<file path="src/rtl/vote_pkg.sv">
// Shared state encoding, default widths and the candidate-index width helper
// used by the poll controller and its booth arbiter.
package vote_pkg;

    typedef enum logic [2:0] {
        IDLE,
        CLEAR,
        OPEN,
        DRAIN,
        TALLY,
        DONE
    } state_t;

    localparam int DEF_NUM_BOOTHS = 4;
    localparam int DEF_NUM_CAND   = 4;
    localparam int DEF_CNT_W      = 21;

    // Index width for n entries, never narrower than one bit.
    function automatic int cidx_w(input int n);
        return (n > 2) ? $clog2(n) : 1;
    endfunction

endpackage

</file>
<file path="src/rtl/rr_arbiter.sv">
// Round-robin arbiter: one-hot grant to the first requester at or after the
// pointer; the pointer advances past the winner only on an enabled grant.
module rr_arbiter
    import vote_pkg::*;
#(
    parameter int N = DEF_NUM_BOOTHS
) (
    input  logic         clk,
    input  logic         rst,
    input  logic         en,
    input  logic [N-1:0] req,
    output logic [N-1:0] grant
);

    localparam int PW = cidx_w(N);

    logic [PW-1:0] ptr;
    logic [PW-1:0] ptr_next;
    logic [PW-1:0] idx;
    logic          found;

    always_comb begin
        grant    = '0;
        found    = 1'b0;
        ptr_next = ptr;
        idx      = '0;
        for (int i = 0; i < N; i++) begin
            idx = PW'((int'(ptr) + i) % N);
            if (!found && req[idx]) begin
                found      = 1'b1;
                grant[idx] = en;
                ptr_next   = PW'((int'(idx) + 1) % N);
            end
        end
    end

    always_ff @(posedge clk or posedge rst) begin
        if (rst) begin
            ptr <= '0;
        end else if (en && found) begin
            ptr <= ptr_next;
        end
    end

endmodule

</file>
<file path="src/rtl/vote_controller.sv">
// Poll lifecycle controller: clears the counter bank, arbitrates booth votes
// into one increment per cycle while open, then scans the counts for a winner.
module vote_controller
    import vote_pkg::*;
#(
    parameter int NUM_BOOTHS = DEF_NUM_BOOTHS,
    parameter int NUM_CAND   = DEF_NUM_CAND,
    parameter int CNT_W      = DEF_CNT_W,
    localparam int CIDX_W    = cidx_w(NUM_CAND)
) (
    input  logic                         clk,
    input  logic                         rst,
    input  logic                         open_poll,
    input  logic                         close_poll,
    input  logic [NUM_BOOTHS-1:0]        booth_req,
    input  logic [NUM_BOOTHS*CIDX_W-1:0] booth_cand,
    input  logic [NUM_CAND*CNT_W-1:0]    count_in,
    output logic [NUM_BOOTHS-1:0]        booth_ack,
    output logic [NUM_CAND-1:0]          cnt_up,
    output logic                         cnt_rst,
    output logic                         invalid_vote,
    output logic                         poll_open,
    output logic [CIDX_W-1:0]            winner,
    output logic                         winner_valid,
    output logic                         tie
);

    state_t state, state_next;
    logic [CIDX_W-1:0] step;

    logic                  arb_en;
    logic [NUM_BOOTHS-1:0] grant;
    logic                  vld_p0;
    logic [CIDX_W-1:0]     cand_p0;
    logic                  cand_ok_p0;
    logic [NUM_CAND-1:0]   cand_hot_p0;

    logic [CNT_W-1:0]  cur_count_p0;
    logic [CNT_W-1:0]  max_count_p1;
    logic [CIDX_W-1:0] best_idx_p1;
    logic              tie_flag_p1;

    // close_poll takes the cycle: no grant and no pointer movement.
    assign arb_en = (state == OPEN) && !close_poll;

    rr_arbiter #(.N(NUM_BOOTHS)) u_arb (
        .clk   (clk),
        .rst   (rst),
        .en    (arb_en),
        .req   (booth_req),
        .grant (grant)
    );

    assign booth_ack = grant;
    assign vld_p0    = |grant;

    // Stage p0: candidate of the granted booth, decoded to a counter enable
    always_comb begin
        cand_p0 = '0;
        for (int b = 0; b < NUM_BOOTHS; b++) begin
            if (grant[b]) cand_p0 |= booth_cand[b*CIDX_W +: CIDX_W];
        end
        cand_ok_p0  = int'(cand_p0) < NUM_CAND;
        cand_hot_p0 = '0;
        for (int c = 0; c < NUM_CAND; c++) begin
            cand_hot_p0[c] = (cand_p0 == CIDX_W'(c));
        end
    end

    always_comb begin
        state_next   = state;
        poll_open    = 1'b0;
        winner_valid = 1'b0;
        case (state)
            IDLE:  if (open_poll) state_next = CLEAR;
            CLEAR: state_next = OPEN;
            OPEN: begin
                poll_open = 1'b1;
                if (close_poll) state_next = DRAIN;
            end
            DRAIN: if (step == CIDX_W'(1)) state_next = TALLY;
            TALLY: if (step == CIDX_W'(NUM_CAND - 1)) state_next = DONE;
            DONE: begin
                winner_valid = 1'b1;
                if (open_poll) state_next = CLEAR;
            end
            default: state_next = IDLE;
        endcase
    end

    // Stage p1: registered counter controls; step restarts on every state change
    always_ff @(posedge clk or posedge rst) begin
        if (rst) begin
            state        <= IDLE;
            step         <= '0;
            cnt_up       <= '0;
            cnt_rst      <= 1'b0;
            invalid_vote <= 1'b0;
        end else begin
            state        <= state_next;
            step         <= (state_next != state) ? '0 : step + 1'b1;
            cnt_rst      <= (state == CLEAR);
            cnt_up       <= (vld_p0 && cand_ok_p0) ? cand_hot_p0 : '0;
            invalid_vote <= vld_p0 && !cand_ok_p0;
        end
    end

    assign cur_count_p0 = count_in[int'(step)*CNT_W +: CNT_W];

    // Tally scan: ties keep the lower index; a later strictly larger count clears tie.
    always_ff @(posedge clk) begin
        if (state == TALLY) begin
            if (step == '0 || cur_count_p0 > max_count_p1) begin
                max_count_p1 <= cur_count_p0;
                best_idx_p1  <= step;
            end
            if (step == '0 || cur_count_p0 > max_count_p1) begin
                tie_flag_p1 <= 1'b0;
            end else if (cur_count_p0 == max_count_p1) begin
                tie_flag_p1 <= 1'b1;
            end
        end
    end

    assign winner = winner_valid ? best_idx_p1 : '0;
    assign tie    = winner_valid && tie_flag_p1;

endmodule
</file>
<file path="config.mk">
export PLATFORM = sky130hd
export DESIGN_NAME = vote_controller
export DESIGN_NICKNAME = d
export VERILOG_FILES = /design/src/rtl/vote_pkg.sv /design/src/rtl/rr_arbiter.sv /design/src/rtl/vote_controller.sv
export SDC_FILE = /design/constraint.sdc
export NUM_CORES = 1
export LEC_CHECK = 0
export ABC_AREA = 1
export ABC_CLOCK_PERIOD_IN_PS = 6300
export CAP_MARGIN = 30
export CORE_ASPECT_RATIO = 0.9
export CORE_MARGIN = 3
export CORE_UTILIZATION = 49
export CTS_CLUSTER_DIAMETER = 60
export DETAILED_ROUTE_END_ITERATION = 8
export PLACE_DENSITY_LB_ADDON = 0.05
export SLEW_MARGIN = 20
export SYNTH_ARGS = -nofsm -noshare
export SYNTH_HDL_FRONTEND = slang
export SYNTH_HIERARCHICAL = 1
export SYNTH_SLANG_ARGS = --single-unit
</file>
<file path="constraint.sdc">
create_clock -name clk -period 6.3 [get_ports clk]
set_input_delay 1.575 -clock clk [delete_from_list [all_inputs] [get_ports clk]]
set_output_delay 1.575 -clock clk [all_outputs]
set_load 0.005 [all_outputs]
</file>
== Yosys cells after proc, flatten, opt, wreduce, memory -nomap -nowiden ==
Cells that the tools add are included.
Word-level totals
  output and inout port bits: 15
  bits in registers: 36
  input bits: 100
Cells by class
  reductions and logical operators: 25
  bitwise operators: 4
  multiplexer cells: 46
  multipliers: 1
  $lt $le $gt $ge: 9
  add/subtract/negate cells: 7
  shift operators: 1
  equal/unequal tests: 12
Operators with widths (count)
  indexed part select 84 x 8 -> 21 bit: 1
  == test 21 bit: 1
  greater-than comparator 21 bit: 1
  two-way mux 2 bit: 10
  two-way mux 4 bit: 5
  two-way mux 1 bit: 15
  one-hot mux 3 bit (5 select lines): 1
  bitwise mux 4 bit: 3
  < comparator 2 x 3 -> 1 bit, second input constant: 4
  two-way mux 3 bit: 4
  adder 2 x 1 -> 2 bit, second input constant: 5
  logical AND 1 bit: 10
  binary-select mux 1 bit (select 2 bit): 4
  demux 1 bit (select 2 bit): 4
  >= comparator 2 x 1 -> 1 bit, second input constant: 4
  multiplier 2 x 5 -> 7 bit, second input constant: 1
  == test 2 bit, second input constant: 3
  == test 3 x 2 -> 1 bit, second input constant: 2
  == test 3 bit, second input constant: 2
  OR 2 bit: 3
  AND reduction 2 bit: 3
  adder 2 bit, second input constant: 2
  bitwise AND 4 bit: 1
  == test 2 x 1 -> 1 bit, second input constant: 2
  other kinds (10): 14

== Depth between registers and ports, before layout ==
Gate-level depths: netlist of run 1.
  depth in word-level cells: 21
  mapped depth: 17
  gate-level depth less buffers: 16

== Modules after synthesis ==
Netlist of run 1, hierarchy kept.
By module, submodules not included
  vote_controller: times used 1, sequential area each 970.9 um2, area each 2488.6 um2, cells each 328
  rr_arbiter: times used 1, sequential area each 50.0 um2, area each 596.8 um2, cells each 102

== Worst setup path after synthesis of run 1 ==
Ideal clock, no wire load.
  path kind: input -> register
  from: input port count_in[41]
  to: register best_idx_p1[0], enable pin
  cell stages on the path: 11
  setup slack: 2.173 ns
  data arrival time: 3.724 ns
  cell sequence: o21ai_0 > o22ai_1 > ha_1 > nand2_1 > nor2_1 > nand3_1 > nor2_1 > nand2_1 > nand3_1 > a21oi_2 > nor2_1
Between the ends
  word-level cells in the longest chain between the ends: 4
Ends and longest elaborated chain
  start: declaration: line vote_controller.sv:17  | input logic [NUM_CAND*CNT_W-1:0] count_in,
  indexed part select 84 x 8 -> 21 bit: line vote_controller.sv:108  | assign cur_count_p0 = count_in[int'(step)*CNT_W +: CNT_W];
  via cur_count_p0[20]: line vote_controller.sv:38  | logic [CNT_W-1:0] cur_count_p0;
  greater-than comparator 21 bit: line vote_controller.sv:113  | if (step == '0 || cur_count_p0 > max_count_p1) begin
  logical OR 1 bit: line vote_controller.sv:113
  AND reduction 2 bit (no source line)
  end signal: assignment: line vote_controller.sv:115  | best_idx_p1 <= step;
  end: declaration: line vote_controller.sv:40  | logic [CIDX_W-1:0] best_idx_p1;
The timed path passes the listed nets, and every way through them passes these cells.
A chain may end at the register's enable or synchronous reset.

== Worst setup path in the final report of run 1 ==
  from: input port close_poll
  to: output port booth_ack[2]
Between the ends
  word-level cells in the longest chain between the ends: 10
Ends and longest elaborated chain
  start: declaration: line vote_controller.sv:14  | input logic close_poll,
  logical NOT 1 bit *: line vote_controller.sv:44  | assign arb_en = (state == OPEN) && !close_poll;
  logical AND 1 bit *: line vote_controller.sv:44
  via arb_en: line vote_controller.sv:31  | logic arb_en;
  bitwise AND 4 bit (no source line)
  two-way mux 4 bit: line rr_arbiter.sv:29  | if (!found && req[idx]) begin
  bitwise mux 4 bit: line rr_arbiter.sv:31  | grant[idx] = en;
  two-way mux 4 bit: line rr_arbiter.sv:29
  bitwise mux 4 bit: line rr_arbiter.sv:31
  two-way mux 4 bit: line rr_arbiter.sv:29
  bitwise mux 4 bit: line rr_arbiter.sv:31
  two-way mux 4 bit *: line rr_arbiter.sv:29
  end: declaration: line vote_controller.sv:18  | output logic [NUM_BOOTHS-1:0] booth_ack,
The timed path passes the listed nets; every way through them passes the cells marked *.

==> metrics, run 1 <==
Leak 1.98 nW; global-route wire length before repair 13.7 mm; Final Instance Area between 4000 and 5000 um^2; cell family with most CP delay buffers and inverters; Switch Pwr roughly 0.79 mW; GRT Total Usage 0.240; fillers 474; Seq pwr share 0.235; share of post-route cells with drive strength above 1 0.0632; CTS Buffer Depth 2; most common cell after layout, fill and taps aside clkdlybuf4s50_1; Area growth syn-to-layout 41.6%; Reg-to-Reg Start step[1]; Worst-Margin Slew roughly 0.74 ns; largest net degree at the start of global routing 47; Req. time, crit path 4.72 ns; core area approximately 5900 um^2; number of max-cap violations 0; Main synth FF type edfxtp_1; global routing's busiest layer met2; Ports 115; status finished clean; Final period util 0.846; slowest stage cell, crit path nor2_1; Arr. time, crit path 3.75 ns; most frequent cells in the layout 113 x clkdlybuf4s50_1, 75 x nand2_1, 70 x nor2_1; post-DP HPWL 6.88 mm; Hold Crit Depth 1; Setup WS pre-CTS slightly below 1 ns; RSZ-0062 raised after global routing no; Root Buffer clkbuf_8; H-tree levels 2; Synthesized Nets roughly 560; startpoint types input port; Die Ht between 80 and 90 um; CTS Sinks 36; Final Hold Vio Count 0; Max Clk Rate ~190 MHz; PwrDens 374 nW/um^2; EDFF count, synth 24; VDD IR max 0.293 mV; Hold Crit Start state[1]; Setup violations, final 0; clock share of power 0.111; crit path capture type output pin; Syn. warnings 6; row cnt 26; Die Area between 7000 and 8000 um^2; Buf/Inv on CP 4; r2r endpoint max_count_p1[18]; DRC Markers 0; CTS tree yes; synthesized instance count 430; Hold Path End cnt_rst; total CTS buffers 5; Tmin final 5.33 ns; via/cell ratio between 5 and 6; Hold Path Class reg -> reg; internal power ~0.84 mW; post-synthesis sequential area ratio 0.331; PnR worst setup slack a little under 1 ns; Crit Path Class in -> out; R2R Setup Slk ~2.5 ns; initial core utilization 0.524; Mapped Area about 3100 um^2; vias in the first global route 3150; worst-path fanout max 13; nets about 670; first-pass detailed-route iteration total 5; initial antenna violation count 0; CP cell instances clkdlybuf4s50_1, nor2_1, nand2_1, o22ai_1, inv_1, nand3_1, nand2_1, inv_1, clkdlybuf4s50_1; Sw Share 0.485; IO Port Bufs about 110; drt wl/cell between 10 and 15 um; reg2reg path depth 13; met3 Use GR 0.0568; CTS Hold Bufs 0; Logic pwr share 0.654; CTS clock-pin slew for the worst setup and hold paths 0.07 ns; ANT cells 0; GR Overflow Total 0; Setup Buffers After CTS 0; clk_skew approximately 0.010 ns; CP peak stage delay roughly 0.57 ns; synth unique cells 36; met1 GRT Util 0.282; flops & latches, synth 36; Max Slew Vio Count 0; clk_lat worst skew 0.28 ns; Resize count post-CTS 0; initial DRC count about 130; asr flop ratio synth 0.333; setup TNS 0 ns; global-route met2 utilization 0.436; vias ~3300; die width approximately 90 um; Max-slew headroom 0.509; Placed Area approximately 4300 um^2; syn avg cell area around 7 um^2; Post-Route WL 8.77 mm; Routability Congestion 0.927; remaining antenna violation count 0
[how the worst max path moves through the flow]
stage	from	to	depth (start not counted)
after floorplan	count_in[41]	best_idx_p1[0]	11
after global placement	close_poll	booth_ack[2]	9
after detailed placement	close_poll	booth_ack[2]	9
after CTS	close_poll	booth_ack[2]	9
after global routing	close_poll	booth_ack[2]	9
final	close_poll	booth_ack[2]	9
[synthesized netlist by cell type (6+ instances only)]
cell | number | area share
o22ai_1 | 25 | 0.051
clkbuf_1 | 10 | 0.012
nand2_1 | 75 | 0.091
a21oi_1 | 10 | 0.016
inv_1 | 56 | 0.068
nor2_1 | 71 | 0.086
dfrtp_1 | 12 | 0.097
nand3_1 | 24 | 0.039
o21ai_0 | 40 | 0.065
nand2_2 | 6 | 0.012
ha_1 | 29 | 0.12
edfxtp_1 | 24 | 0.23
nand4_1 | 8 | 0.016
[through the flow]
stage           util  hold slack (ns)  cells  power (mW)
3_5_place_dp   0.725            0.568    614        1.45
5_1_grt        0.742            0.619    622        1.79
2_1_floorplan      -            0.476    430        1.15
6_report       0.742            0.584    622        1.64
3_3_place_gp   0.725            0.551    614        1.41
4_1_cts        0.742            0.577    622        1.64
[per-layer routing]
layer | wire (um) | up-vias
met5 | 0 | -
met4 | 104 | 0
met3 | 716 | 10
met2 | 4230 | 128
met1 | 3710 | 1489
li1 | - | 1650
[power groups by stage]
stage	Sequential, mW	Combinational (mW)	Clock (mW)
2_1_floorplan	0.364	0.785	0
3_3_place_gp	0.387	1.02	0
3_5_place_dp	0.389	1.06	0
4_1_cts	0.384	1.07	0.184
5_1_grt	0.392	1.21	0.193
6_report	0.384	1.07	0.182
[final cells by class]
class | instances | area (um^2) | area share
multi-input cells | 316 | 1750 | 0.401
flip-flops and latches | 36 | 1020 | 0.234
repair buffers | 116 | 1150 | 0.264
well taps | 84 | 105 | 0.0240
clock buffers | 8 | 100 | 0.0229
inverters | 62 | 238 | 0.0544
[flip-flops by register name (all words and copies together) (netlist names)]
register      flops
tie_flag_p1       1
state             3
max_count_p1     21
best_idx_p1       2
cnt_rst           1
u_arb/ptr         2
step              2
cnt_up            4
[cells by family after synthesis]
| family | Yosys count | synth area share |
|---|---|---|
| other | 1 | 0.00122 |
| XOR/XNOR | 1 | 0.00284 |
| adder cells (fa/ha/maj) | 29 | 0.118 |
| AO/OA/AOI/OAI | 84 | 0.155 |
| flip-flops | 36 | 0.331 |
| buffers and inverters | 78 | 0.102 |
| AND/OR/NAND/NOR | 201 | 0.290 |
Note: power is estimated with default switching activity, not from simulation.
==> run 2, diff against run 1 <==
--- a/config.mk
+++ b/config.mk
@@ -6,11 +6,11 @@
 export NUM_CORES = 1
 export LEC_CHECK = 0
 export ABC_AREA = 1
-export ABC_CLOCK_PERIOD_IN_PS = 6300
+export ABC_CLOCK_PERIOD_IN_PS = 4750
 export CAP_MARGIN = 30
 export CORE_ASPECT_RATIO = 0.9
 export CORE_MARGIN = 3
-export CORE_UTILIZATION = 49
+export CORE_UTILIZATION = 41
 export CTS_CLUSTER_DIAMETER = 60
 export DETAILED_ROUTE_END_ITERATION = 8
 export PLACE_DENSITY_LB_ADDON = 0.05
==> constraint.sdc (replaced) <==
create_clock -name clk -period 4.75 [get_ports clk]
set_input_delay 1.1875 -clock clk [delete_from_list [all_inputs] [get_ports clk]]
set_output_delay 1.1875 -clock clk [all_outputs]
set_load 0.005 [all_outputs]
==> metrics, run 2 (synthesis results as in run 1) <==
clk_lat worst skew 0.29 ns (about the same); setup TNS 0 ns (unchanged); R2R Setup Slk 1.36 ns (-1.14 ns); status finished clean; hold slack 0.549 ns (-0.0346 ns); PwrDens 495 nW/um^2 (+32%); Resize count post-CTS 0 (unchanged); IO Port Bufs 113 (unchanged); CTS Sinks 36 (unchanged); global-route wire length before repair 14.1 mm (+2.7%); Crit Path Class in -> out; RSZ-0062 raised after global routing no; Setup violations, final 0 (unchanged); worst-path fanout max 8 (-5); Final period util 0.918; remaining antenna violation count 0 (unchanged); Max Slew Vio Count 0 (unchanged); via/cell ratio 5.05 (-4.2%); Leak 2.00 nW (+1.1%); Buf/Inv on CP 4 (unchanged); startpoint types input port; Die Area 8600 um^2 (+18%); Tmin final around 4.4 ns; Arr. time, crit path 3.17 ns (-0.58 ns); H-tree levels 2 (unchanged); Largest regs max_count_p1 (21), cnt_up (4), state (3); crit path capture type output pin; CTS Hold Bufs 0 (unchanged); CTS clock-pin slew for the worst setup and hold paths 0.07 ns (about the same); Largest Register max_count_p1; vias in the first global route 3012 (-4.4%); die width 97.4 um (+8.7%); initial core utilization 0.429 (-0.0945); Root Buffer clkbuf_8; Ports 115 (unchanged); Max Clk Rate 229 MHz; nets 669 (+0.45%); ANT cells 0 (unchanged); post-DP HPWL 6.92 mm (+0.52%); Max-slew headroom 0.500 (-0.00899); number of max-cap violations 0 (unchanged); most frequent cells in the layout 113 x clkdlybuf4s50_1, 75 x nand2_1, 70 x nor2_1; most common cell after layout, fill and taps aside clkdlybuf4s50_1; Placed Area 4320 um^2 (+1.1%); Post-Route WL 8.76 mm (-0.10%); CP peak stage delay 0.52 ns (-0.05 ns); dpl cells 626 (+2.0%); VDD IR max 0.292 mV (-0.38%); row cnt 29 (+12%); Hold Path Class reg -> reg; Area growth syn-to-layout 43.4%; post-layout total power 2.19 mW (+34%); largest net degree at the start of global routing 47 (unchanged); Worst-Margin Slew 0.749 ns (+0.0135 ns); vias 3199 (-2.4%); CTS Buffer Depth 2 (unchanged); total CTS buffers 5 (unchanged); GR Overflow Total 0 (unchanged); share of post-route cells with drive strength above 1 0.0684 (+0.00519); DRC Markers 0 (unchanged); initial DRC count 119 (-11%); CP cell instances clkdlybuf4s50_1, nor2_1, nand2_1, o22ai_1, inv_1, nand3_1, nand2_1, inv_1, clkdlybuf4s50_1; Setup Buffers After CTS 0 (unchanged); Req. time, crit path 3.56 ns (-1.16 ns); first-pass detailed-route iteration total 4 (-1); initial antenna violation count 0 (unchanged); clk_skew 0.0152 ns (+0.00470 ns); Largest register FFs 21 (unchanged); slowest stage cell, crit path clkdlybuf4s50_1; GRT Total Usage 0.201 (-0.0395); CTS tree yes; Non-Filler Instances 634 (+1.9%); core area 7180 um^2 (+22%); Final Hold Vio Count 0 (unchanged); Die Ht 88.3 um (+8.6%); cell family with most CP delay buffers and inverters; drt wl/cell 13.8 um (-2.0%); Final Instance Area 4420 um^2 (+1.2%); Routability Congestion 0.869 (-6.2%)
run 2: cell types whose count changed in the layout (fill, tap and decap cells not counted):
| cell | change |
|---|---|
| buf_12 | +1 |
| buf_4 | +2 |
| bufinv_16 | +1 |
| clkbuf_8 | -2 |
| clkinv_2 | +1 |
run 2: final timing paths:
check / end / start / cells past startpoint
max in group asynchronous: cnt_up[2] / rst / 2
setup / recovery: booth_ack[2] / close_poll / 9
min in group asynchronous: u_arb/ptr[0] / rst / 2
hold / removal: cnt_rst / state[2] / 1
setup reg to reg: max_count_p1[18] / step[1] / 13
hold reg to reg: cnt_rst / state[2] / 1
run 2: cell type report:
type	instances	area [um^2]
fill	655	2760
inverter	62	238
clock inverter	2	35.0
tap	93	116
clock buffer	6	72.6
multi-input combinational	316	1750
timing repair buffer	119	1190
sequential	36	1020
run 2: per-layer routing:
layer,vias up,GRT usage,routed length [um]
met2,99,0.348,4230
met1,1440,0.257,3880
li1,1656,-,-
met3,4,0.0528,587
met5,-,0,0
met4,0,0.0403,65
run 2: per-stage QoR:
step / util / setup slack [ns]
2_1_floorplan: - / 1.01
3_3_place_gp: 0.601 / 0.436
3_5_place_dp: 0.601 / 0.385
4_1_cts: 0.616 / 0.362
5_1_grt: 0.616 / 0.139
6_report: 0.616 / 0.391
run 2: where the power goes:
| group | internal, mW | total (mW) | switching, mW |
|---|---|---|---|
| logic | 0.560 | 1.43 | 0.871 |
| registers | 0.437 | 0.493 | 0.0558 |
| clock network | 0.156 | 0.267 | 0.111 |
